$ cat config.mk
export PLATFORM = sky130hd
export DESIGN_NAME = cache_refill_ctrl_flat
export DESIGN_NICKNAME = d
export VERILOG_FILES = /design/src/rtl/cache_refill_ctrl_if.sv /design/src/rtl/cache_refill_ctrl.sv /design/src/flat_wrapper.sv
export SDC_FILE = /design/constraint.sdc
export NUM_CORES = 1
export LEC_CHECK = 0
export BUFFER_PORTS_ARGS = -buffer_cell sky130_fd_sc_hd__buf_2
export CAP_MARGIN = 5
export CELL_PAD_IN_SITES_DETAIL_PLACEMENT = 1
export CELL_PAD_IN_SITES_GLOBAL_PLACEMENT = 1
export CORE_MARGIN = 2
export CORE_UTILIZATION = 39
export DETAILED_ROUTE_END_ITERATION = 12
export GPL_ROUTABILITY_DRIVEN = 0
export PLACE_DENSITY_LB_ADDON = 0.1
export SYNTH_ARGS = -nofsm -noshare
export SYNTH_HDL_FRONTEND = slang
export SYNTH_SLANG_ARGS = --single-unit
$ cat constraint.sdc
create_clock -name clk -period 3.55 [get_ports clk]
set_clock_uncertainty 0.05 [all_clocks]
set_input_delay 0.5325 -clock clk [delete_from_list [all_inputs] [get_ports clk]]
set_output_delay 0.5325 -clock clk [all_outputs]
set_load 0.05 [all_outputs]
$ cat src/rtl/cache_refill_ctrl_if.sv
// Bus bundle for the cache line-refill controller: miss handshake, memory
// burst read channel and the shared bank write port.
interface cache_refill_ctrl_if #(
    parameter int ADDR_WIDTH = 32,
    parameter int DATA_WIDTH = 32,
    parameter int BANK_NUM   = 4,
    parameter int RAM_NUM    = 4,
    parameter int BANK_AW    = 10
);
    logic                         miss_req_i;
    logic [ADDR_WIDTH-1:0]        miss_addr_i;
    logic                         miss_ready_o;
    logic                         mem_rd_req_o;
    logic [ADDR_WIDTH-1:0]        mem_rd_addr_o;
    logic                         mem_rd_gnt_i;
    logic                         mem_rd_valid_i;
    logic [DATA_WIDTH-1:0]        mem_rd_data_i;
    logic                         mem_rd_last_i;
    logic [BANK_NUM*RAM_NUM-1:0]  bank_wr_en_o;
    logic [BANK_AW-1:0]           bank_wr_addr_o;
    logic [DATA_WIDTH-1:0]        bank_wr_data_o;
    logic                         refill_done_o;
    logic                         refill_err_o;

    // Controller side
    modport slave (
        input  miss_req_i, miss_addr_i, mem_rd_gnt_i, mem_rd_valid_i,
               mem_rd_data_i, mem_rd_last_i,
        output miss_ready_o, mem_rd_req_o, mem_rd_addr_o, bank_wr_en_o,
               bank_wr_addr_o, bank_wr_data_o, refill_done_o, refill_err_o
    );

    // Cache FSM / memory / bank side
    modport master (
        output miss_req_i, miss_addr_i, mem_rd_gnt_i, mem_rd_valid_i,
               mem_rd_data_i, mem_rd_last_i,
        input  miss_ready_o, mem_rd_req_o, mem_rd_addr_o, bank_wr_en_o,
               bank_wr_addr_o, bank_wr_data_o, refill_done_o, refill_err_o
    );
endinterface

$ cat src/rtl/cache_refill_ctrl.sv
// Cache line-refill controller: one BANK_NUM-beat burst read per miss, one
// registered bank write per beat. Option macro: REFILL_CRITICAL_WORD_FIRST_EN.
//
// state | meaning
// IDLE  | ready for a miss, address capture on miss_req_i
// REQ   | burst request held until grant
// RECV  | collecting beats, one bank write per beat
// DONE  | final bank write visible, refill_done_o pulse
module cache_refill_ctrl #(
    parameter int ADDR_WIDTH = 32,
    parameter int DATA_WIDTH = 32,
    parameter int BANK_NUM   = 4,
    parameter int RAM_NUM    = 4,
    parameter int BANK_AW    = 10
) (
    input  logic                 clk,
    input  logic                 rst_n,
    cache_refill_ctrl_if.slave   bus
);
    localparam int OFF_LSB  = $clog2(DATA_WIDTH/8);
    localparam int PTR_W    = $clog2(BANK_NUM);
    localparam int LINE_LSB = OFF_LSB + PTR_W;
    localparam int IDX_W    = BANK_AW - OFF_LSB;
    localparam int EN_W     = BANK_NUM * RAM_NUM;

    typedef enum logic [1:0] {
        S_IDLE = 2'd0,
        S_REQ  = 2'd1,
        S_RECV = 2'd2,
        S_DONE = 2'd3
    } state_t;

    state_t                r_state;
    state_t                w_next;
    logic [ADDR_WIDTH-1:0] r_addr;
    logic [PTR_W-1:0]      r_beat_ptr;
    logic [PTR_W-1:0]      r_rcv_cnt;
    logic [EN_W-1:0]       r_wr_en;
    logic [BANK_AW-1:0]    r_wr_addr;
    logic [DATA_WIDTH-1:0] r_wr_data;
    logic                  r_err;

    logic                  w_capture;
    logic                  w_beat;
    logic                  w_err;
    logic                  w_ready;
    logic                  w_req;
    logic                  w_done;
    logic [PTR_W-1:0]      w_start_ptr;
    logic [EN_W-1:0]       w_wr_en;
    logic [ADDR_WIDTH-1:0] w_burst_addr;

`ifdef REFILL_CRITICAL_WORD_FIRST_EN
    // Wrap burst: memory returns the missed word first
    assign w_start_ptr  = bus.miss_addr_i[LINE_LSB-1:OFF_LSB];
    assign w_burst_addr = {r_addr[ADDR_WIDTH-1:OFF_LSB], {OFF_LSB{1'b0}}};
`else
    assign w_start_ptr  = '0;
    assign w_burst_addr = {r_addr[ADDR_WIDTH-1:LINE_LSB], {LINE_LSB{1'b0}}};
`endif

    always_ff @(posedge clk or negedge rst_n) begin
        if (!rst_n) begin
            r_state <= S_IDLE;
        end else begin
            r_state <= w_next;
        end
    end

    always_comb begin
        w_next    = r_state;
        w_capture = 1'b0;
        w_beat    = 1'b0;
        w_err     = 1'b0;
        w_ready   = 1'b0;
        w_req     = 1'b0;
        w_done    = 1'b0;
        case (r_state)
            S_IDLE: begin
                w_ready = 1'b1;
                if (bus.miss_req_i) begin
                    w_capture = 1'b1;
                    w_next    = S_REQ;
                end
            end
            S_REQ: begin
                w_req = 1'b1;
                if (bus.mem_rd_gnt_i) begin
                    w_next = S_RECV;
                end
            end
            S_RECV: begin
                if (bus.mem_rd_valid_i) begin
                    w_beat = 1'b1;
                    if (r_rcv_cnt == PTR_W'(BANK_NUM-1)) begin
                        // A full line is always committed; a missing last flag is only flagged
                        w_err  = !bus.mem_rd_last_i;
                        w_next = S_DONE;
                    end else if (bus.mem_rd_last_i) begin
                        w_err  = 1'b1;
                        w_next = S_IDLE;
                    end
                end
            end
            S_DONE: begin
                w_done = 1'b1;
                w_next = S_IDLE;
            end
            default: w_next = S_IDLE;
        endcase
    end

    always_comb begin
        w_wr_en = '0;
        for (int b = 0; b < BANK_NUM; b++) begin
            if (r_beat_ptr == PTR_W'(b)) begin
                w_wr_en[b*RAM_NUM +: RAM_NUM] = {RAM_NUM{1'b1}};
            end
        end
    end

    always_ff @(posedge clk or negedge rst_n) begin
        if (!rst_n) begin
            r_addr     <= '0;
            r_beat_ptr <= '0;
            r_rcv_cnt  <= '0;
            r_wr_en    <= '0;
            r_wr_addr  <= '0;
            r_wr_data  <= '0;
            r_err      <= 1'b0;
        end else begin
            if (w_capture) begin
                r_addr     <= bus.miss_addr_i;
                r_beat_ptr <= w_start_ptr;
                r_rcv_cnt  <= '0;
            end
            if (w_beat) begin
                r_beat_ptr <= r_beat_ptr + PTR_W'(1);
                r_rcv_cnt  <= r_rcv_cnt + PTR_W'(1);
                r_wr_addr  <= {r_addr[LINE_LSB +: IDX_W], {OFF_LSB{1'b0}}};
                r_wr_data  <= bus.mem_rd_data_i;
            end
            r_wr_en <= w_beat ? w_wr_en : '0;
            r_err   <= w_err;
        end
    end

    assign bus.miss_ready_o   = w_ready;
    assign bus.mem_rd_req_o   = w_req;
    assign bus.mem_rd_addr_o  = w_req ? w_burst_addr : '0;
    assign bus.bank_wr_en_o   = r_wr_en;
    assign bus.bank_wr_addr_o = r_wr_addr;
    assign bus.bank_wr_data_o = r_wr_data;
    assign bus.refill_done_o  = w_done;
    assign bus.refill_err_o   = r_err;
endmodule

$ cat src/flat_wrapper.sv
// flat-port wrapper written by rule: the top's interface ports become plain ports
module cache_refill_ctrl_flat 
#(
    parameter int ADDR_WIDTH = 32,
    parameter int DATA_WIDTH = 32,
    parameter int BANK_NUM   = 4,
    parameter int RAM_NUM    = 4,
    parameter int BANK_AW    = 10
)
  (clk, rst_n, bus_miss_req_i, bus_miss_addr_i, bus_mem_rd_gnt_i, bus_mem_rd_valid_i, bus_mem_rd_data_i, bus_mem_rd_last_i, bus_miss_ready_o, bus_mem_rd_req_o, bus_mem_rd_addr_o, bus_bank_wr_en_o, bus_bank_wr_addr_o, bus_bank_wr_data_o, bus_refill_done_o, bus_refill_err_o);
  cache_refill_ctrl_if #(.ADDR_WIDTH(ADDR_WIDTH), .DATA_WIDTH(DATA_WIDTH), .BANK_NUM(BANK_NUM), .RAM_NUM(RAM_NUM), .BANK_AW(BANK_AW)) bus_i ();
  input  logic clk;
  input  logic rst_n;
  input wire logic [$bits(bus_i.miss_req_i)-1:0] bus_miss_req_i;
  input wire logic [$bits(bus_i.miss_addr_i)-1:0] bus_miss_addr_i;
  input wire logic [$bits(bus_i.mem_rd_gnt_i)-1:0] bus_mem_rd_gnt_i;
  input wire logic [$bits(bus_i.mem_rd_valid_i)-1:0] bus_mem_rd_valid_i;
  input wire logic [$bits(bus_i.mem_rd_data_i)-1:0] bus_mem_rd_data_i;
  input wire logic [$bits(bus_i.mem_rd_last_i)-1:0] bus_mem_rd_last_i;
  output wire logic [$bits(bus_i.miss_ready_o)-1:0] bus_miss_ready_o;
  output wire logic [$bits(bus_i.mem_rd_req_o)-1:0] bus_mem_rd_req_o;
  output wire logic [$bits(bus_i.mem_rd_addr_o)-1:0] bus_mem_rd_addr_o;
  output wire logic [$bits(bus_i.bank_wr_en_o)-1:0] bus_bank_wr_en_o;
  output wire logic [$bits(bus_i.bank_wr_addr_o)-1:0] bus_bank_wr_addr_o;
  output wire logic [$bits(bus_i.bank_wr_data_o)-1:0] bus_bank_wr_data_o;
  output wire logic [$bits(bus_i.refill_done_o)-1:0] bus_refill_done_o;
  output wire logic [$bits(bus_i.refill_err_o)-1:0] bus_refill_err_o;
  assign bus_i.miss_req_i = bus_miss_req_i;
  assign bus_i.miss_addr_i = bus_miss_addr_i;
  assign bus_i.mem_rd_gnt_i = bus_mem_rd_gnt_i;
  assign bus_i.mem_rd_valid_i = bus_mem_rd_valid_i;
  assign bus_i.mem_rd_data_i = bus_mem_rd_data_i;
  assign bus_i.mem_rd_last_i = bus_mem_rd_last_i;
  assign bus_miss_ready_o = bus_i.miss_ready_o;
  assign bus_mem_rd_req_o = bus_i.mem_rd_req_o;
  assign bus_mem_rd_addr_o = bus_i.mem_rd_addr_o;
  assign bus_bank_wr_en_o = bus_i.bank_wr_en_o;
  assign bus_bank_wr_addr_o = bus_i.bank_wr_addr_o;
  assign bus_bank_wr_data_o = bus_i.bank_wr_data_o;
  assign bus_refill_done_o = bus_i.refill_done_o;
  assign bus_refill_err_o = bus_i.refill_err_o;
  cache_refill_ctrl #(.ADDR_WIDTH(ADDR_WIDTH), .DATA_WIDTH(DATA_WIDTH), .BANK_NUM(BANK_NUM), .RAM_NUM(RAM_NUM), .BANK_AW(BANK_AW)) u_core (.clk(clk), .rst_n(rst_n), .bus(bus_i));
endmodule
Word level (Yosys, flattened, before mapping)
Cells that the tools add are included.
- register bits after elaboration: 95
- output and inout port bits: 94
- bits of input ports: 70
- word-level logic and storage cells: 52
- reductions and logical operators: 5
- muxes and demuxes: 26
- equal/unequal tests: 11
- $add $sub $neg: 2
- operator list (cell ; count):
    2-to-1 mux 32 bit ; 1
    2-to-1 mux 16 bit ; 1
    2-to-1 mux 2 bit ; 8
    2-to-1 mux 4 bit ; 4
    2-to-1 mux 1 bit ; 11
    equality test 2 bit, second input constant ; 5
    case mux 2 bit (4 select lines) ; 1
    inequality test 2 bit, second input constant ; 3
    adder 2 x 1 -> 2 bit, second input constant ; 2
    equality test 2 x 1 -> 1 bit, second input constant ; 2
    zero test 2 bit ; 2
    AND reduction 4 bit ; 1
    inequality test 3 x 2 -> 1 bit, second input constant ; 1
    nonzero test 2 bit ; 1
    zero test 1 bit ; 1

Depth between registers and ports, before layout
Gate-level depths: netlist of the first run.
- word-level depth: 4
- depth in mapped cells: 5

Worst setup path before layout of the first run
No wires, ideal clock.
- path type: register -> output
- from: register u_core.r_state[0]
- to: output port bus_mem_rd_addr_o[10]
- slack: 1248 ps
- arrival time: 1720 ps
- stages on the path, launching flop included: 4
- data required time: 2967 ps
- cell sequence: dfrtp_1 -> nor2b_1 -> clkbuf_1 -> and2_1
- word-level cells in the longest chain between the ends: 3
- ends and longest elaborated chain (what ; RTL line ; RTL):
    from (decl) ; cache_refill_ctrl.sv:33 ; state_t r_state;
    from (signal assigned) ; cache_refill_ctrl.sv:66 ; r_state <= w_next;
    equality test 2 x 1 -> 1 bit ; cache_refill_ctrl.sv:78 ; case (r_state)
    2-to-1 mux 1 bit ; cache_refill_ctrl.sv:78 ;
    named net bus_mem_rd_req_o ; flat_wrapper.sv:21 ; output wire logic [$bits(bus_i.mem_rd_req_o)-1:0] bus_mem_rd_req_o;
    2-to-1 mux 32 bit ; cache_refill_ctrl.sv:150 ; assign bus.mem_rd_addr_o = w_req ? w_burst_addr : '0;
    to (decl) ; flat_wrapper.sv:22 ; output wire logic [$bits(bus_i.mem_rd_addr_o)-1:0] bus_mem_rd_addr_o;
The timed path passes the listed nets, and every way through them passes these cells.

Final worst setup path of the first run
- from: register u_core.r_state[0]
- to: output port bus_mem_rd_addr_o[18]
- word-level cells in the longest chain between the ends: 3
- ends and longest elaborated chain (what ; RTL line):
    equality test 2 x 1 -> 1 bit ; cache_refill_ctrl.sv:78
    2-to-1 mux 1 bit ; cache_refill_ctrl.sv:78
    2-to-1 mux 32 bit ; cache_refill_ctrl.sv:150
Every way passes these cells.

==> results of run 1 <==
cell families (layout without fill, tap and decap cells):
logic type	after synthesis	after routing	share of synthesized area [%]
buffers and inverters	34	175	7.991
AOI/OAI and AO/OA	5	5	1.008
adders and majority gates	6	6	2.085
muxes	70	70	26.06
and+or+nand+nor	43	43	7.853
DFF	79	79	54.90
other	1	6	0.1041
placed cells by master (no fill, tap or decap), drive strengths merged, types with 2 or more instances in the layout:
cell	n
buf	156
dfrtp	79
mux2	70
and2	34
clkbuf	10
ha	6
conb	6
inv	4
a22o	3
o21ai	2
bufinv	2
clkinvlp	2
nor2	2
metrics by stage:
stage          std cells  util [%]  setup WS (ps)
3_3_place_gp         480     47.17           1584
4_1_cts              495     49.49           1167
5_1_grt              495     49.49           1079
6_report             495     49.49           1230
2_1_floorplan        243         -           1248
3_5_place_dp         480     47.17           1572
routing by layer:
layer / part of all wire (%) / up-vias / routed length, µm
met4: 1.2 / 0 / 93
met1: 44 / 1139 / 3329
met5: 0 / - / 0
met3: 7.8 / 9 / 589
li1: - / 1060 / -
met2: 47 / 94 / 3575
layout make-up:
type                    instances  share of cell area, %
flip-flops and latches         79                  43.85
inverters                       4                 0.3331
clock buffers                  10                  2.831
clock inverters                 5                  1.860
multi-input cells             130                  30.22
well taps                     111                  3.081
repair buffers                156                  17.82
sequential cells by signal, indices dropped and copies added (netlist names):
| signal | count |
|---|---|
| u_core.r_state | 2 |
| u_core.r_beat_ptr | 2 |
| u_core.bus.refill_err_o | 1 |
| u_core.r_addr | 28 |
| u_core.bus.bank_wr_en_o | 4 |
| u_core.bus.bank_wr_data_o | 32 |
| u_core.r_rcv_cnt | 2 |
| u_core.bus.bank_wr_addr_o | 8 |
worst max-delay path by stage:
stage,to,slack [ps],cells past startpoint
3_5_place_dp,bus_mem_rd_addr_o[18],1570,4
4_1_cts,bus_mem_rd_addr_o[18],1170,4
6_report,bus_mem_rd_addr_o[18],1230,4
2_1_floorplan,bus_mem_rd_addr_o[10],1250,3
3_3_place_gp,bus_mem_rd_addr_o[5],1580,4
5_1_grt,bus_mem_rd_addr_o[18],1080,4
==> impl_metrics.ini, run 1 <==
[finish]
n_antenna_cell = 0
multi_input_area_mm2 = 0.001363
drive_above_1_share_pct = 63.28
layout.nets = 456
fin_area_mm2 = 0.004508
seq_area_mm2 = 0.001977
final.fill_count = 980
area_delta_synth_final_pct = 25.19

[setup_path]
worstSetupStartpointType = flip-flop
slowest_delay_ps = 490
crit_chain = nor2b_1 > buf_4 > and2_1 > buf_2
path_class = reg2out
crit_buf_inv = 2
path_delay_family = buffers and inverters
r2r-end = u_core.bus.bank_wr_addr_o[4]
required_ps = 2970
cp.arrival_ps = 1740
reg2reg_slack_ps = 1700
end_kind = output pin
slowest_stage = dfrtp_1
rr_worst_depth = 3
r2r-start = u_core.r_state[0]
critPathMaxFanout = 30
startpoint = u_core.r_state[0]

[sta]
drv_slew = 0
worstMarginPinSlew_ps = 1008
final.min_clock_period_ps = 2320
max_clock_freq_ghz = 0.4311
hold_violations = 0
rsz0062_at_grt = no
setup_viol = 0
setup-tns-final_ps = 0
slew_headroom_pct = 32.81
hold_ws_ps = 307.2
finalCritPeriodShare_pct = 65.34

[run_status]
status = finished clean

[global_routing]
grt-busiest-layer = met2
antenna_found_initial = 0
use_met2_pct = 24.53
grt_max_degree = 80
grt_pass1_vias = 2384
met1_usage_pct = 19.17
grt_pass1_wl_um = 11770
grt_use_total_pct = 15.10
use_met3_pct = 4.457
grt.overflow.total = 0

[cts]
ctsResizeCount = 0
cts_tree = built
clockBufferDepth = 2
cts_buffers = 9
clock_sinks = 79
cts_setup_buffers = 0
clk_latency_ps = 340
cts_root_buffer = clkbuf_8
h-tree-depth = 3
clk_pin_slew_worst_paths_ps = 80
cts_hold_buf = 0

[routing]
drtAntennaViolNets = 0
drcViolationCount = 0
vias = 2302
dr.pass1.iters = 4
drt-initial-drc-count = 47
wl_per_cell_um = 15.33
wl_um = 7587
vias_per_cell = 4.651

[place]
io_buffers = 153
dp_hpwl_um = 5139
postPlaceCellArea_mm2 = 0.004297

[die]
io_pins = 164
die_w_um = 100.1
design.die.area_mm2 = 0.01002
die_h_um = 100.1
initial_utilization_pct = 39.53
row_count = 35
fp.coreArea_mm2 = 0.009109

[logic_synthesis]
yosysWarnings = 0
synth_top_area_share_pct = 54.90
synth-seq-area-share_pct = 54.90
synth_cell_types = 23
synth_edf_count = 0
synth.top_cells.by_count = dfrtp_1 (79), mux2_4 (40), and2_1 (34), mux2_2 (30), buf_4 (19)
synthArstFlopShare_pct = 100.0
yosys.area.top_type = dfrtp_1
synth-seq-cells = 79
netlist_top_cells_area = dfrtp_1 (55%), mux2_4 (17%), mux2_2 (9.4%)
synth_ff_type = dfrtp_1
netlist_area_mm2 = 0.003601
syn_avg_cell_area_um2 = 15.13
synth_cells = 238
synth_most_common_cell = dfrtp_1

[worst_hold_path]
hold_class = in2async

[job]
maxCapViolCount = 0
Power of run 1 is not shown: default switching activity piles up to over one toggle a cycle in this logic, so the estimate is an artifact.
==> inputs of run 2 (changes only) <==
--- a/config.mk
+++ b/config.mk
@@ -10,7 +10,7 @@
 export CELL_PAD_IN_SITES_DETAIL_PLACEMENT = 1
 export CELL_PAD_IN_SITES_GLOBAL_PLACEMENT = 1
 export CORE_MARGIN = 2
-export CORE_UTILIZATION = 39
+export CORE_UTILIZATION = 33
 export DETAILED_ROUTE_END_ITERATION = 12
 export GPL_ROUTABILITY_DRIVEN = 0
 export PLACE_DENSITY_LB_ADDON = 0.1
==> constraint.sdc (replaced) <==
create_clock -name clk -period 1.9 [get_ports clk]
set_clock_uncertainty 0.05 [all_clocks]
set_input_delay 0.285 -clock clk [delete_from_list [all_inputs] [get_ports clk]]
set_output_delay 0.285 -clock clk [all_outputs]
set_load 0.05 [all_outputs]
==> impl_metrics.ini, run 2 (synthesis results as in run 1) <==
[run_status]
status = finished clean

[die]
initial_utilization_pct = 33.51
row_count = 38
design.die.area_mm2 = 0.01176
die_h_um = 108.5
die_w_um = 108.5
io_pins = 164
fp.coreArea_mm2 = 0.01075

[global_routing]
antenna_found_initial = 0
grt_pass1_vias = 2393
grt_use_total_pct = 12.98
grt_max_degree = 37
grt.overflow.total = 0
grt_pass1_wl_um = 11870

[sta]
rsz0062_at_grt = no
setup_slack_ps = 87.80
setup_viol = 0
setup-tns-final_ps = 0
max_clock_freq_ghz = 0.5518
final.min_clock_period_ps = 1812
hold_violations = 0
finalCritPeriodShare_pct = 95.38
drv_slew = 0

[setup_path]
path_class = reg2out
cp.arrival_ps = 1480
required_ps = 1560
path_delay_family = flip-flops
crit_buf_inv = 2
slowest_stage = dfrtp_2
end_kind = output pin
worstSetupStartpointType = flip-flop
critPathMaxFanout = 30
crit_chain = nor2b_2 > buf_12 > and2_1 > buf_4
slowest_delay_ps = 430

[routing]
drcViolationCount = 0
vias_per_cell = 4.352
dr.pass1.iters = 4
drtAntennaViolNets = 0
wl_per_cell_um = 14.64
drt-initial-drc-count = 57
vias = 2315
wl_um = 7789

[job]
maxCapViolCount = 0

[cts]
cts_tree = built
h-tree-depth = 3
clockBufferDepth = 2
cts_root_buffer = clkbuf_8
clk_latency_ps = 350
clock_sinks = 79
cts_buffers = 9
clk_pin_slew_worst_paths_ps = 90

[finish]
layout.nets = 463
drive_above_1_share_pct = 64.54
final_common_cell = buf_2
area_delta_synth_final_pct = 30.58
mostFrequentLayoutCells = buf_2 (124), dfrtp_1 (77), mux2_4 (40)
largest_reg_flops = 32
n_antenna_cell = 0
final.fill_count = 1204

[place]
io_buffers = 153
dp_slack_ps = 212.4
dp_hpwl_um = 5510

[worst_hold_path]
hold_class = in2reg
==> run 2: cell count changes in the layout (fill, tap and decap cells not counted), moves of 2 or more <==
| cell | before | now |
|---|---|---|
| buf_2 | 152 | 124 |
| clkinvlp_4 | 2 | 0 |
| dfrtp_1 | 79 | 77 |
| dfrtp_2 | 0 | 2 |
| buf_12 | 1 | 4 |
| clkinv_4 | 1 | 3 |
| buf_4 | 3 | 33 |
==> run 2: worst paths after layout <==
| check | cells after the start | from | slack, ps | endpoint |
|---|---|---|---|---|
| max in group asynchronous | 3 | rst_n | 850 | u_core.bus.bank_wr_data_o[26] |
| min in group asynchronous | 2 | rst_n | 340 | u_core.bus.bank_wr_data_o[19] |
| hold / removal | 2 | bus_mem_rd_data_i[29] | 110 | u_core.bus.bank_wr_data_o[29] |
| hold reg to reg | 1 | u_core.r_addr[25] | 450 | u_core.r_addr[25] |
| setup reg to reg | 4 | u_core.r_state[1] | 250 | u_core.r_addr[19] |
| setup / recovery | 4 | u_core.r_state[1] | 90 | bus_mem_rd_addr_o[7] |
==> run 2: per-layer routing <==
layer | routed length [µm] | vias to the layer above | GRT usage [%]
met5 | 0 | - | 0
met4 | 80 | 0 | 4.945
met3 | 750 | 9 | 4.521
li1 | - | 1070 | -
met2 | 3425 | 108 | 20.27
met1 | 3533 | 1128 | 16.55
==> run 2: final cells by class <==
class | instances | area, µm² | share of cell area [%]
repair buffers | 163 | 969.7 | 20.62
clock buffers | 10 | 127.6 | 2.714
clock inverters | 6 | 70.07 | 1.490
inverters | 4 | 15.01 | 0.3193
flip-flops and latches | 79 | 1979 | 42.10
well taps | 140 | 175.2 | 3.725
multi-input cells | 130 | 1365 | 29.03
==> run 2: timing repair <==
action,in CTS,in global routing
hold buffers,1,0
setup endpoints to repair,29,28
pin swaps,0,0
endpoints found under the hold margin,27,0
buffers inserted,1,2
resized for setup,31,0
==> run 2: per-stage QoR <==
stage	util (%)	instances	instance area, µm²	hold WS [ps]
floorplan	-	243	3621	-60.59
global placement	40.91	512	4395	186.0
detailed placement	40.91	512	4395	178.3
CTS	43.62	530	4687	92.39
global route	43.76	532	4702	89.64
finish	43.76	532	4702	110.1
==> run 2: worst reg2reg max path, cell delays in order, from the launching register on <==
cell and delay [ps]:
dfrtp_2 430, buf_4 150, nor3b_4 290, buf_12 240, mux2_2 360
Power of run 2 is left out for the same reason.
